$ cat config.mk
export PLATFORM = sky130hd
export DESIGN_NAME = tft_bounce_box_gen
export DESIGN_NICKNAME = d
export VERILOG_FILES = /design/src/rtl/tft_bounce_box_gen.sv
export SDC_FILE = /design/constraint.sdc
export NUM_CORES = 1
export LEC_CHECK = 0
export CAP_MARGIN = 20
export CORE_AREA = 2 2 89 91
export CTS_CLUSTER_SIZE = 14
export DETAILED_ROUTE_END_ITERATION = 12
export DIE_AREA = 0 0 91 93
export PLACE_DENSITY = 0.66
export SLEW_MARGIN = 20
export SYNTH_ARGS = -nofsm -noshare
export SYNTH_HDL_FRONTEND = slang
export SYNTH_SLANG_ARGS = --single-unit
$ cat constraint.sdc
create_clock -name clk_33_3m -period 2.9 [get_ports clk_33_3m]
set_clock_uncertainty 0.15 [all_clocks]
set_input_delay 0.725 -clock clk_33_3m [delete_from_list [all_inputs] [get_ports clk_33_3m]]
set_output_delay 0.725 -clock clk_33_3m [all_outputs]
set_load 0.005 [all_outputs]
$ cat src/rtl/tft_bounce_box_gen.sv
//------------------------------------------------------------------------------
// Module   : tft_bounce_box_gen
// Brief    : Animated TFT test pattern: a solid box bouncing off the panel edges,
//            changing palette colour on every bounce. RGB565 out, 1-cycle latency.
// Revision : 1.0 - initial release
//------------------------------------------------------------------------------
`default_nettype none

module tft_bounce_box_gen #(
  parameter int unsigned H_ACTIVE = 800,
  parameter int unsigned V_ACTIVE = 480,
  parameter int unsigned BOX_W    = 64,
  parameter int unsigned BOX_H    = 64,
  parameter int unsigned STEP     = 2,
  parameter logic [15:0] BG_COLOR = 16'h0000,
  parameter logic [15:0] PAL0     = 16'hF800,
  parameter logic [15:0] PAL1     = 16'h07E0,
  parameter logic [15:0] PAL2     = 16'h001F,
  parameter logic [15:0] PAL3     = 16'hFFFF
) (
  input  logic        clk_33_3m,
  input  logic        rst,
  input  logic        enable,
  input  logic [10:0] x_pos,
  input  logic [10:0] y_pos,
  output logic [15:0] display_data,
  output logic        frame_tick,
  output logic        bounce
);

  localparam logic        c_dir_pos = 1'b0;
  localparam logic        c_dir_neg = 1'b1;
  localparam logic [11:0] c_h_act   = 12'(H_ACTIVE);
  localparam logic [11:0] c_v_act   = 12'(V_ACTIVE);
  localparam logic [11:0] c_box_w   = 12'(BOX_W);
  localparam logic [11:0] c_box_h   = 12'(BOX_H);
  localparam logic [11:0] c_step    = 12'(STEP);
  localparam logic [11:0] c_xmax    = 12'(H_ACTIVE - BOX_W);
  localparam logic [11:0] c_ymax    = 12'(V_ACTIVE - BOX_H);

  logic [10:0] r_box_x, r_box_y;
  logic        r_dir_x, r_dir_y;
  logic [1:0]  r_pal_idx;
  logic [15:0] r_display_data;
  logic        r_frame_tick, r_bounce;

  logic [11:0] w_x, w_y, w_bx, w_by;
  logic        w_in_box, w_blank, w_upd;
  logic [15:0] w_box_color, w_pix;
  logic [10:0] w_nx, w_ny;
  logic        w_ndx, w_ndy, w_hit_x, w_hit_y;

  // All geometry is compared at 12 bits so box_x + BOX_W cannot wrap.
  assign w_x  = {1'b0, x_pos};
  assign w_y  = {1'b0, y_pos};
  assign w_bx = {1'b0, r_box_x};
  assign w_by = {1'b0, r_box_y};

  assign w_in_box = (w_x >= w_bx) && (w_x < w_bx + c_box_w) &&
                    (w_y >= w_by) && (w_y < w_by + c_box_h);
  assign w_blank  = (w_x >= c_h_act) || (w_y >= c_v_act);
  assign w_upd    = (w_y == c_v_act) && (x_pos == 11'd0);

  always_comb begin
    w_box_color = PAL0;
    case (r_pal_idx)
      2'd0:    w_box_color = PAL0;
      2'd1:    w_box_color = PAL1;
      2'd2:    w_box_color = PAL2;
      default: w_box_color = PAL3;
    endcase
  end

  always_comb begin
    w_pix = BG_COLOR;
    if (w_blank)
      w_pix = 16'h0000;
    else if (w_in_box)
      w_pix = w_box_color;
  end

  // X axis: clamp to the edge and reverse whenever the next step would reach it.
  always_comb begin
    w_nx    = r_box_x;
    w_ndx   = r_dir_x;
    w_hit_x = 1'b0;
    if (r_dir_x == c_dir_pos) begin
      if (w_bx + c_step >= c_xmax) begin
        w_nx    = c_xmax[10:0];
        w_ndx   = c_dir_neg;
        w_hit_x = 1'b1;
      end else begin
        w_nx = r_box_x + c_step[10:0];
      end
    end else begin
      if (w_bx <= c_step) begin
        w_nx    = 11'd0;
        w_ndx   = c_dir_pos;
        w_hit_x = 1'b1;
      end else begin
        w_nx = r_box_x - c_step[10:0];
      end
    end
  end

  always_comb begin
    w_ny    = r_box_y;
    w_ndy   = r_dir_y;
    w_hit_y = 1'b0;
    if (r_dir_y == c_dir_pos) begin
      if (w_by + c_step >= c_ymax) begin
        w_ny    = c_ymax[10:0];
        w_ndy   = c_dir_neg;
        w_hit_y = 1'b1;
      end else begin
        w_ny = r_box_y + c_step[10:0];
      end
    end else begin
      if (w_by <= c_step) begin
        w_ny    = 11'd0;
        w_ndy   = c_dir_pos;
        w_hit_y = 1'b1;
      end else begin
        w_ny = r_box_y - c_step[10:0];
      end
    end
  end

  // Position only changes on the first blanking cycle, so a frame never tears.
  always_ff @(posedge clk_33_3m or posedge rst) begin
    if (rst) begin
      r_display_data <= 16'h0000;
      r_frame_tick   <= 1'b0;
      r_bounce       <= 1'b0;
      r_box_x        <= 11'd0;
      r_box_y        <= 11'd0;
      r_dir_x        <= c_dir_pos;
      r_dir_y        <= c_dir_pos;
      r_pal_idx      <= 2'd0;
    end else begin
      r_display_data <= w_pix;
      r_frame_tick   <= w_upd;
      r_bounce       <= 1'b0;
      if (w_upd && enable) begin
        r_box_x <= w_nx;
        r_box_y <= w_ny;
        r_dir_x <= w_ndx;
        r_dir_y <= w_ndy;
        if (w_hit_x || w_hit_y) begin
          r_bounce  <= 1'b1;
          r_pal_idx <= r_pal_idx + 2'd1;
        end
      end
    end
  end

  assign display_data = r_display_data;
  assign frame_tick   = r_frame_tick;
  assign bounce       = r_bounce;

endmodule

`default_nettype wire
Word level (Yosys, flattened, before mapping)

Cells that the tools add are included.

Bits in registers: 44
Latch bits: 0
RAM bits: 0
Memory bits (read-only): 0
Input bits: 25
Output and inout bits: 18
Logic and storage cells: 61
Memories kept: 0

Add/subtract/negate cells: 9
$mul: 0
Divide/modulo/power cells: 0
Order comparisons: 10
Equal/unequal tests: 3
Shifts and indexed selects: 0
Mux-type cells: 21
Bitwise operators: 0
Reduce and logical (&&, ||, !) cells: 10

Operators by type and width:

| cell                                                                | count |
|---|---|
| 2-to-1 mux 11 bit                                                   | 6 |
| case mux 16 bit (3 select lines)                                    | 1 |
| 2-to-1 mux 16 bit                                                   | 2 |
| adder 11 x 2 -> 12 bit, second input constant                       | 2 |
| adder 11 x 7 -> 12 bit, second input constant                       | 2 |
| less-than comparator 11 x 12 -> 1 bit                               | 2 |
| adder 11 x 2 -> 11 bit, second input constant                       | 2 |
| greater-or-equal comparator 11 bit                                  | 2 |
| less-or-equal comparator 11 x 2 -> 1 bit, second input constant     | 2 |
| subtractor 11 x 2 -> 11 bit, second input constant                  | 2 |
| greater-or-equal comparator 12 x 10 -> 1 bit, second input constant | 1 |
| greater-or-equal comparator 12 x 9 -> 1 bit, second input constant  | 1 |
| 2-to-1 mux 1 bit                                                    | 12 |
| equality test 11 x 9 -> 1 bit, second input constant                | 1 |
| greater-or-equal comparator 11 x 10 -> 1 bit, second input constant | 1 |
| greater-or-equal comparator 11 x 9 -> 1 bit, second input constant  | 1 |
| logical NOT 11 bit                                                  | 1 |
| logical AND 1 bit                                                   | 5 |
| adder 2 x 1 -> 2 bit, second input constant                         | 1 |
| equality test 2 x 1 -> 1 bit, second input constant                 | 1 |
| equality test 2 bit, second input constant                          | 1 |
| logical NOT 2 bit                                                   | 1 |
| logical OR 1 bit                                                    | 2 |
| AND reduction 2 bit                                                 | 1 |

Logic depth before layout (Yosys ltp)

Gate-level depths: netlist of the first run.

Word-level depth: 7
Gate-level depth with buffers: 11
Mapped depth without buffers: 10

Worst setup path after synthesis of the first run

No wires, ideal clock.

Kind: input-to-reg
Start point: in x_pos[1]
End point: reg r_box_x[5]
Library setup time: 0.121 ns
Arrival time: 2.292 ns
Data required time: 2.629 ns
Setup slack: 0.337 ns
Stages on the path: 7
Buffers on the path: 1
Path through: or4_4 nor4b_2 nand4_1 buf_2 a2111oi_2 a21oi_1 o22a_1

Cells in the longest elaborated chain, start to end: 3

RTL lines:

| item                   | RTL line | text |
|---|---|---|
| start: declaration     | 24       | `input logic [10:0] x_pos,` |
| logical NOT 11 bit     | 62       | `assign w_upd = (w_y == c_v_act) && (x_pos == 11'd0);` |
| logical AND 1 bit      | 62       |  |
| logical AND 1 bit      | 144      | `if (w_upd && enable) begin` |
| end signal: assignment | 145      | `r_box_x <= w_nx;` |
| end: declaration       | 41       | `logic [10:0] r_box_x, r_box_y;` |

No other way between the ends.
A chain may end at the register's enable or synchronous reset.

Worst setup path after layout of the first run

Start point: in x_pos[1]
End point: reg r_box_x[4]

Same word-level chain as after synthesis.

==> metrics.md, run 1 <==
| Metric | Value |
|---|---|
| Crit path required time | `2960 ps` |
| Setup WS pre-CTS | `-275 ps` |
| Clock tree sinks | `29` |
| Top_reg_cell synth | `dfrtp_1` |
| Hold depth | `1` |
| Post-synthesis cell type count | `72` |
| Relative slew slack | `54.5%` |
| Post-Syn Area per Cell | `8.34 sq um` |
| Startpoint types | `input port` |
| Inst Count DP | `553` |
| Worst-Margin Slew | `682 ps` |
| Peak supply drop | `0.130 mV` |
| Seq/Total Area, Yosys | `21.8%` |
| Leak Pwr | `1.75 nW` |
| Mux share of post-synthesis cell area | `0.940%` |
| Vias | `3360` |
| CTS tree | `done` |
| I/O Buffers | `42` |
| Row Count | `32` |
| Fin. Hold Viols | `0` |
| Clk root buf | `clkbuf_8` |
| Reg-to-reg critical path startpoint | `r_box_x[2]$_DFFE_PP0P_` |
| Area Overhead vs Synth | `24.0%` |
| Max-cap viol count | `0` |
| Number of global-route vias before repair | `3131` |
| Io pins | `43` |
| Die area | `0.00846 sq mm` |
| Final ANT Viol Nets | `0` |
| Commonest non-fill, non-tap cell in the layout | `ha_1` |
| Total track usage | `22.3%` |
| Hpwl dp | `7110 um` |
| H-tree levels | `2` |
| Worst-Skew Late Latency | `290 ps` |
| RSZ-0062 raised after global routing | `false` |
| Post-route DRC violation count | `0` |
| CTS Buf Count | `5` |
| DIE WIDTH | `91 um` |
| Number of iterations in the first detailed-routing pass | `5` |
| Core Util, Final | `54.8%` |
| Non-filler cells, final | `560` |
| Hold Crit Class | `register to register` |
| Flop2flop setup slack | `180 ps` |
| DR WL/cell | `16.5 um` |
| Initial antenna violation count | `0` |
| Global-route wire length before repair | `15400 um` |
| Simple-Gate Fraction of Synth Area | `21.4%` |
| Critical hold path startpoint | `r_dir_y$_DFFE_PP0P_` |
| Reg-to-Reg End | `r_box_x[8]$_DFFE_PP0P_` |
| Cell area after layout | `0.00412 sq mm` |
| Ys async rst share | `100%` |
| Worst setup path class | `input port to register` |
| CP Data Arrival Time | `2820 ps` |
| Fmax | `362 MHz` |
| Final count of negative-setup-slack endpoints | `0` |
| Largest net degree at the start of global routing | `30` |
| Via/cell ratio | `6.00` |
| Detailed router's first-iteration violation count | `338` |
| Min Clock Period, post-route | `2760 ps` |
| Commonest non-fill, non-tap cells in the layout | `ha_1 (43), buf_4 (41), clkdlybuf4s50_1 (39)` |
| Nature of the critical path endpoint | `register` |
| Max Buffers Root-to-Sink | `2` |
| Hold path endpoint | `r_dir_y$_DFFE_PP0P_` |
| Die H | `93 um` |
| Filler cells | `703` |
| Final period util | `95.2%` |
| Power density cells | `215 mW/mm^2` |
| FF+latch count, synth | `29` |
| GR Overflow Total | `0` |
| Starting density of the core | `44.2%` |
| PnR worst setup slack | `139 ps` |
| Nets@finish | `526` |
| Cell Area, Placed | `0.00401 sq mm` |
| Synthesized instance count | `399` |
| Final Slew Violations | `0` |
| Ys Warns | `0` |
| Number of enable flip-flop cells after synthesis | `0` |
| Status | `complete, no violations` |
| Post-Synth XOR/XNOR Area | `2.11%` |
| Largest family of logic cells by synthesized area | `compound AO/OA/AOI/OAI gates` |
| # hold bufs at CTS | `0` |
| Core area | `0.00753 sq mm` |
| Clk slew on worst S/H paths | `70 ps` |
| Post-CTS Setup Repair Bufs | `0` |
| Final antenna diode count | `0` |
| Syn_nets | `467` |
| Netlist Area Pre-Place | `0.00333 sq mm` |
| Routed WL | `9240 um` |
| Gpl congestion | `0.900` |
| Share of cells above drive strength 1 | `14.8%` |
| Complex-gate fraction of the synthesized area | `28.1%` |
| Crit path max fanout | `8` |
| Post-synthesis adder-cell area fraction | `16.2%` |
| R2R depth | `7` |
[cells in the mapped netlist (4+ instances only)]
| cell | count | share of area [%] |
|---|---|---|
| o2111ai_1 | 5 | 1.3 |
| o22ai_1 | 4 | 0.75 |
| nand2_1 | 22 | 2.5 |
| nand4_1 | 6 | 1.1 |
| nor4_1 | 7 | 1.3 |
| o21a_1 | 7 | 1.6 |
| a211o_1 | 4 | 1.1 |
| a21oi_1 | 17 | 2.6 |
| buf_2 | 11 | 1.7 |
| a211oi_1 | 6 | 1.4 |
| nand2b_1 | 4 | 0.75 |
| and3_1 | 6 | 1.1 |
| xnor2_1 | 8 | 2.1 |
| dfrtp_1 | 29 | 22 |
| buf_4 | 16 | 3.6 |
| nor2_1 | 28 | 3.2 |
| clkbuf_1 | 5 | 0.56 |
| o21ai_1 | 4 | 0.60 |
| ha_1 | 43 | 16 |
| nor3_1 | 13 | 2.0 |
| o211ai_1 | 8 | 1.8 |
| inv_1 | 28 | 3.2 |
| o21ai_0 | 20 | 3.0 |
| a31oi_1 | 5 | 0.94 |
| or3_1 | 7 | 1.3 |
| nand3_1 | 18 | 2.7 |
[cell type report]
cell class              count  area, sq um  area share [%]
multi-input cells         308         2310            56.0
repair buffers             85          767            18.6
flip-flops and latches     29          726            17.6
well taps                 102          128            3.09
inverters                  29          109            2.64
clock buffers               7         86.3            2.09
[how the worst max path moves through the flow]
stage	slack, ps	cells past startpoint	startpoint	end
after floorplan	340	7	x_pos[1]	r_box_x[5]$_DFFE_PP0P_
after global placement	-230	7	x_pos[1]	r_box_x[4]$_DFFE_PP0P_
after detailed placement	-280	9	y_pos[7]	display_data[10]$_DFF_PP0_
after CTS	10	9	y_pos[7]	display_data[10]$_DFF_PP0_
after global routing	20	7	x_pos[1]	r_box_x[4]$_DFFE_PP0P_
final	140	7	x_pos[1]	r_box_x[4]$_DFFE_PP0P_
[sequential cells by signal, summed over array words and instances, names as in the netlist]
name / count
r_dir_y: 1
frame_tick: 1
r_dir_x: 1
r_pal_idx: 2
r_box_y: 10
r_box_x: 10
bounce: 1
display_data: 3
[logic make-up (layout without fill, tap and decap cells)]
| group | Yosys count | count (layout) |
|---|---|---|
| compound gates | 123 | 123 |
| xor+xnor | 8 | 8 |
| fa+ha+maj | 43 | 43 |
| buf+inv | 62 | 121 |
| flops | 29 | 29 |
| mux | 3 | 3 |
| simple gates | 131 | 131 |
[worst max-delay path, stage by stage]
cell	delay (ps)
clkdlybuf4s50_1	420
or4_4	450
nor4b_4	310
nand4_1	150
buf_6	170
or4_1	490
o211ai_1	100
[power by group]
group / switching, mW / internal [mW] / total [mW]
clock network: 0.166 / 0.188 / 0.355
logic: 0.0557 / 0.0716 / 0.127
registers: 0.0000713 / 0.404 / 0.405
total: 0.222 / 0.664 / 0.887
[stage by stage]
| step | power (mW) | hold WS [ps] | TNS [ps] |
|---|---|---|---|
| 3_5_place_dp | 0.538 | 395 | -3630 |
| 2_1_floorplan | 0.458 | 363 | 0 |
| 6_report | 0.887 | 408 | 0 |
| 3_3_place_gp | 0.535 | 400 | -2440 |
| 4_1_cts | 0.887 | 404 | 0 |
| 5_1_grt | 0.920 | 456 | 0 |
[metal layers]
metal	part of all wire, %	global-route usage [%]	wire length (um)
met3	6.7	2.58	622
met4	1.5	6.06	138
met5	0	0	0
met1	47	31.9	4360
met2	45	36.0	4120
[repair_timing]
action                                 in CTS  in global routing
endpoints found under the hold margin       0                  0
gates resized for setup                     0                  9
setup endpoints to repair                   0                 11
Note: power is estimated with default switching activity, not from simulation.
==> run 2: changes to the inputs <==
- CAP_MARGIN: 20 -> 30
==> results of run 2 <==
Final layout, timing and power as in run 1 (identical DEF).
==> run 3: changes to the inputs <==
- CORE_AREA: 2 2 89 91 -> 2 2 80 82
- DIE_AREA: 0 0 91 93 -> 0 0 82 84
- GPL_ROUTABILITY_DRIVEN: unset -> 0
- PLACE_DENSITY: 0.66 -> 0.8
==> run 3 against run 2 <==
Power is 1.6% lower. First-iteration DRC count increased by 14%. Combinational power about the same. Critical endpoint unchanged. Highest routed layer unchanged.
==> metrics.md, run 3 (synthesized netlist as in run 1, its figures left out) <==
| Metric | Value |
|---|---|
| CP Data Arrival Time | `2860 ps` |
| Crit path required time | `2950 ps` |
| Worst-Skew Late Latency | `280 ps` |
| Commonest non-fill, non-tap cell in the layout | `buf_4` |
| Clk root buf | `clkbuf_8` |
| Final period util | `97.0%` |
| Area Overhead vs Synth | `23.5%` |
| Number of global-route vias before repair | `3246` |
| Buf+Inv Stages, Crit Path | `2` |
| Final count of negative-setup-slack endpoints | `0` |
| Final ANT Viol Nets | `0` |
| Startpoint types | `input port` |
| Min Clock Period, post-route | `2810 ps` |
| Cell mode on critical path | `or4_4` |
| Fin. Hold Viols | `0` |
| Nets@finish | `528` |
| Number of iterations in the first detailed-routing pass | `5` |
| Peak supply drop | `0.195 mV` |
| Critical path cell sequence | `clkdlybuf4s50_1 -> or4_4 -> nor4b_4 -> nand4_1 -> buf_6 -> or4_4 -> o211ai_1` |
| Die area | `0.00689 sq mm` |
| Status | `complete, no violations` |
| Row Count | `29` |
| Vias | `3512` |
| Io pins | `43` |
| Nature of the critical path endpoint | `register` |
| CTS Buf Count | `5` |
| Core area | `0.00610 sq mm` |
| Max stage delay cell, worst path | `or4_4` |
| Critical path's top delay family | `simple AND/OR/NAND/NOR gates` |
| Core Util, Final | `67.4%` |
| DR WL/cell | `18.0 um` |
| # hold bufs at CTS | `0` |
| RSZ-0062 raised after global routing | `false` |
| DIE WIDTH | `82 um` |
| Crit path largest cell delay | `500 ps` |
| Worst setup path class | `input port to register` |
| Relative slew slack | `55.4%` |
| Hpwl dp | `7470 um` |
| Filler cells | `498` |
| Clk slew on worst S/H paths | `70 ps` |
| Sequential Area | `726 sq um` |
| Cell Area, Placed | `0.00397 sq mm` |
| Leak Pwr | `1.76 nW` |
| Starting density of the core | `54.6%` |
| Crit path max fanout | `8` |
| Via/cell ratio | `6.53` |
| Initial antenna violation count | `0` |
| Share of cells above drive strength 1 | `15.6%` |
| Detailed router's first-iteration violation count | `387` |
| Worst-Margin Slew | `668 ps` |
| Total track usage | `29.6%` |
| Max Buffers Root-to-Sink | `2` |
| Max-cap viol count | `0` |
| Clock tree sinks | `29` |
| Footprint of the multi-input gates | `0.00232 sq mm` |
| Cell area after layout | `0.00411 sq mm` |
| Global-route wire length before repair | `16000 um` |
| Post-route DRC violation count | `0` |
| I/O Buffers | `42` |
| CTS tree | `done` |
| Fin Setup TNS | `0 ps` |
| H-tree levels | `2` |
| Fmax | `355 MHz` |
| GR Overflow Total | `0` |
| Largest net degree at the start of global routing | `30` |
| Die H | `84 um` |
| Commonest non-fill, non-tap cells in the layout | `buf_4 (44), ha_1 (43), clkdlybuf4s50_1 (39)` |
| Final antenna diode count | `0` |
| Hold Crit Class | `register to register` |
| Final Slew Violations | `0` |
| Power density cells | `212 mW/mm^2` |
| Routed WL | `9660 um` |
## run 3: report_power, final
part / total (mW) / internal (mW) / switching (mW)
sequential: 0.404 / 0.404 / 0.0000729
combinational: 0.129 / 0.0709 / 0.0584
clock: 0.339 / 0.166 / 0.173
total: 0.873 / 0.642 / 0.231
## run 3: path summary, 6_finish.rpt
kind	to	slack, ps	start	cells past startpoint
max in group asynchronous	r_box_x[6]$_DFFE_PP0P_	1620	rst	3
min in group asynchronous	r_box_y[2]$_DFFE_PP0P_	680	rst	3
setup / recovery	r_box_x[4]$_DFFE_PP0P_	90	x_pos[1]	7
setup reg to reg	r_box_x[6]$_DFFE_PP0P_	230	r_box_x[2]$_DFFE_PP0P_	7
hold / removal	r_box_y[2]$_DFFE_PP0P_	440	r_box_y[2]$_DFFE_PP0P_	2
hold reg to reg	r_box_y[2]$_DFFE_PP0P_	440	r_box_y[2]$_DFFE_PP0P_	2
## run 3: repair_timing
item                                    CTS  global route
gates resized for setup                   1            10
buffers inserted                          0             1
pin swaps                                 0             4
endpoints found under the setup margin    1             8
## run 3: metrics by stage
step | std cells | total power, mW | hold WS [ps] | setup slack [ps]
floorplan | 399 | 0.458 | 363 | 337
detailed placement | 529 | 0.538 | 417 | -297
global placement | 529 | 0.533 | 399 | -234
CTS | 537 | 0.869 | 434 | 14.7
finish | 538 | 0.873 | 439 | 86.7
global route | 538 | 0.902 | 474 | 18.9
## run 3: metal layers
layer  share of wire [%]  GRT usage [%]  vias up
met1                  44           42.3     1655
li1                    -              -     1631
met3                 7.6           3.79       23
met5                   0              0        -
met2                  47           46.8      203
met4                 1.7           7.58        0
## run 3: area by class of cell
| cell class | count | area share [%] |
|---|---|---|
| Tap cell | 77 | 2.35 |
| Clock inverter | 2 | 0.244 |
| Multi-Input combinational cell | 308 | 56.6 |
| Inverter | 29 | 2.65 |
| Timing Repair Buffer | 87 | 18.7 |
| Clock buffer | 6 | 1.77 |
| Sequential cell | 29 | 17.7 |
## run 3: worst register-to-register path: stages, from the launching register on
cell and delay [ps]:
dfrtp_1 430, ha_1 310, nand4_1 240, buf_4 230, o41ai_4 500, a31oi_2 180, o311ai_0 420, o21ai_1 100
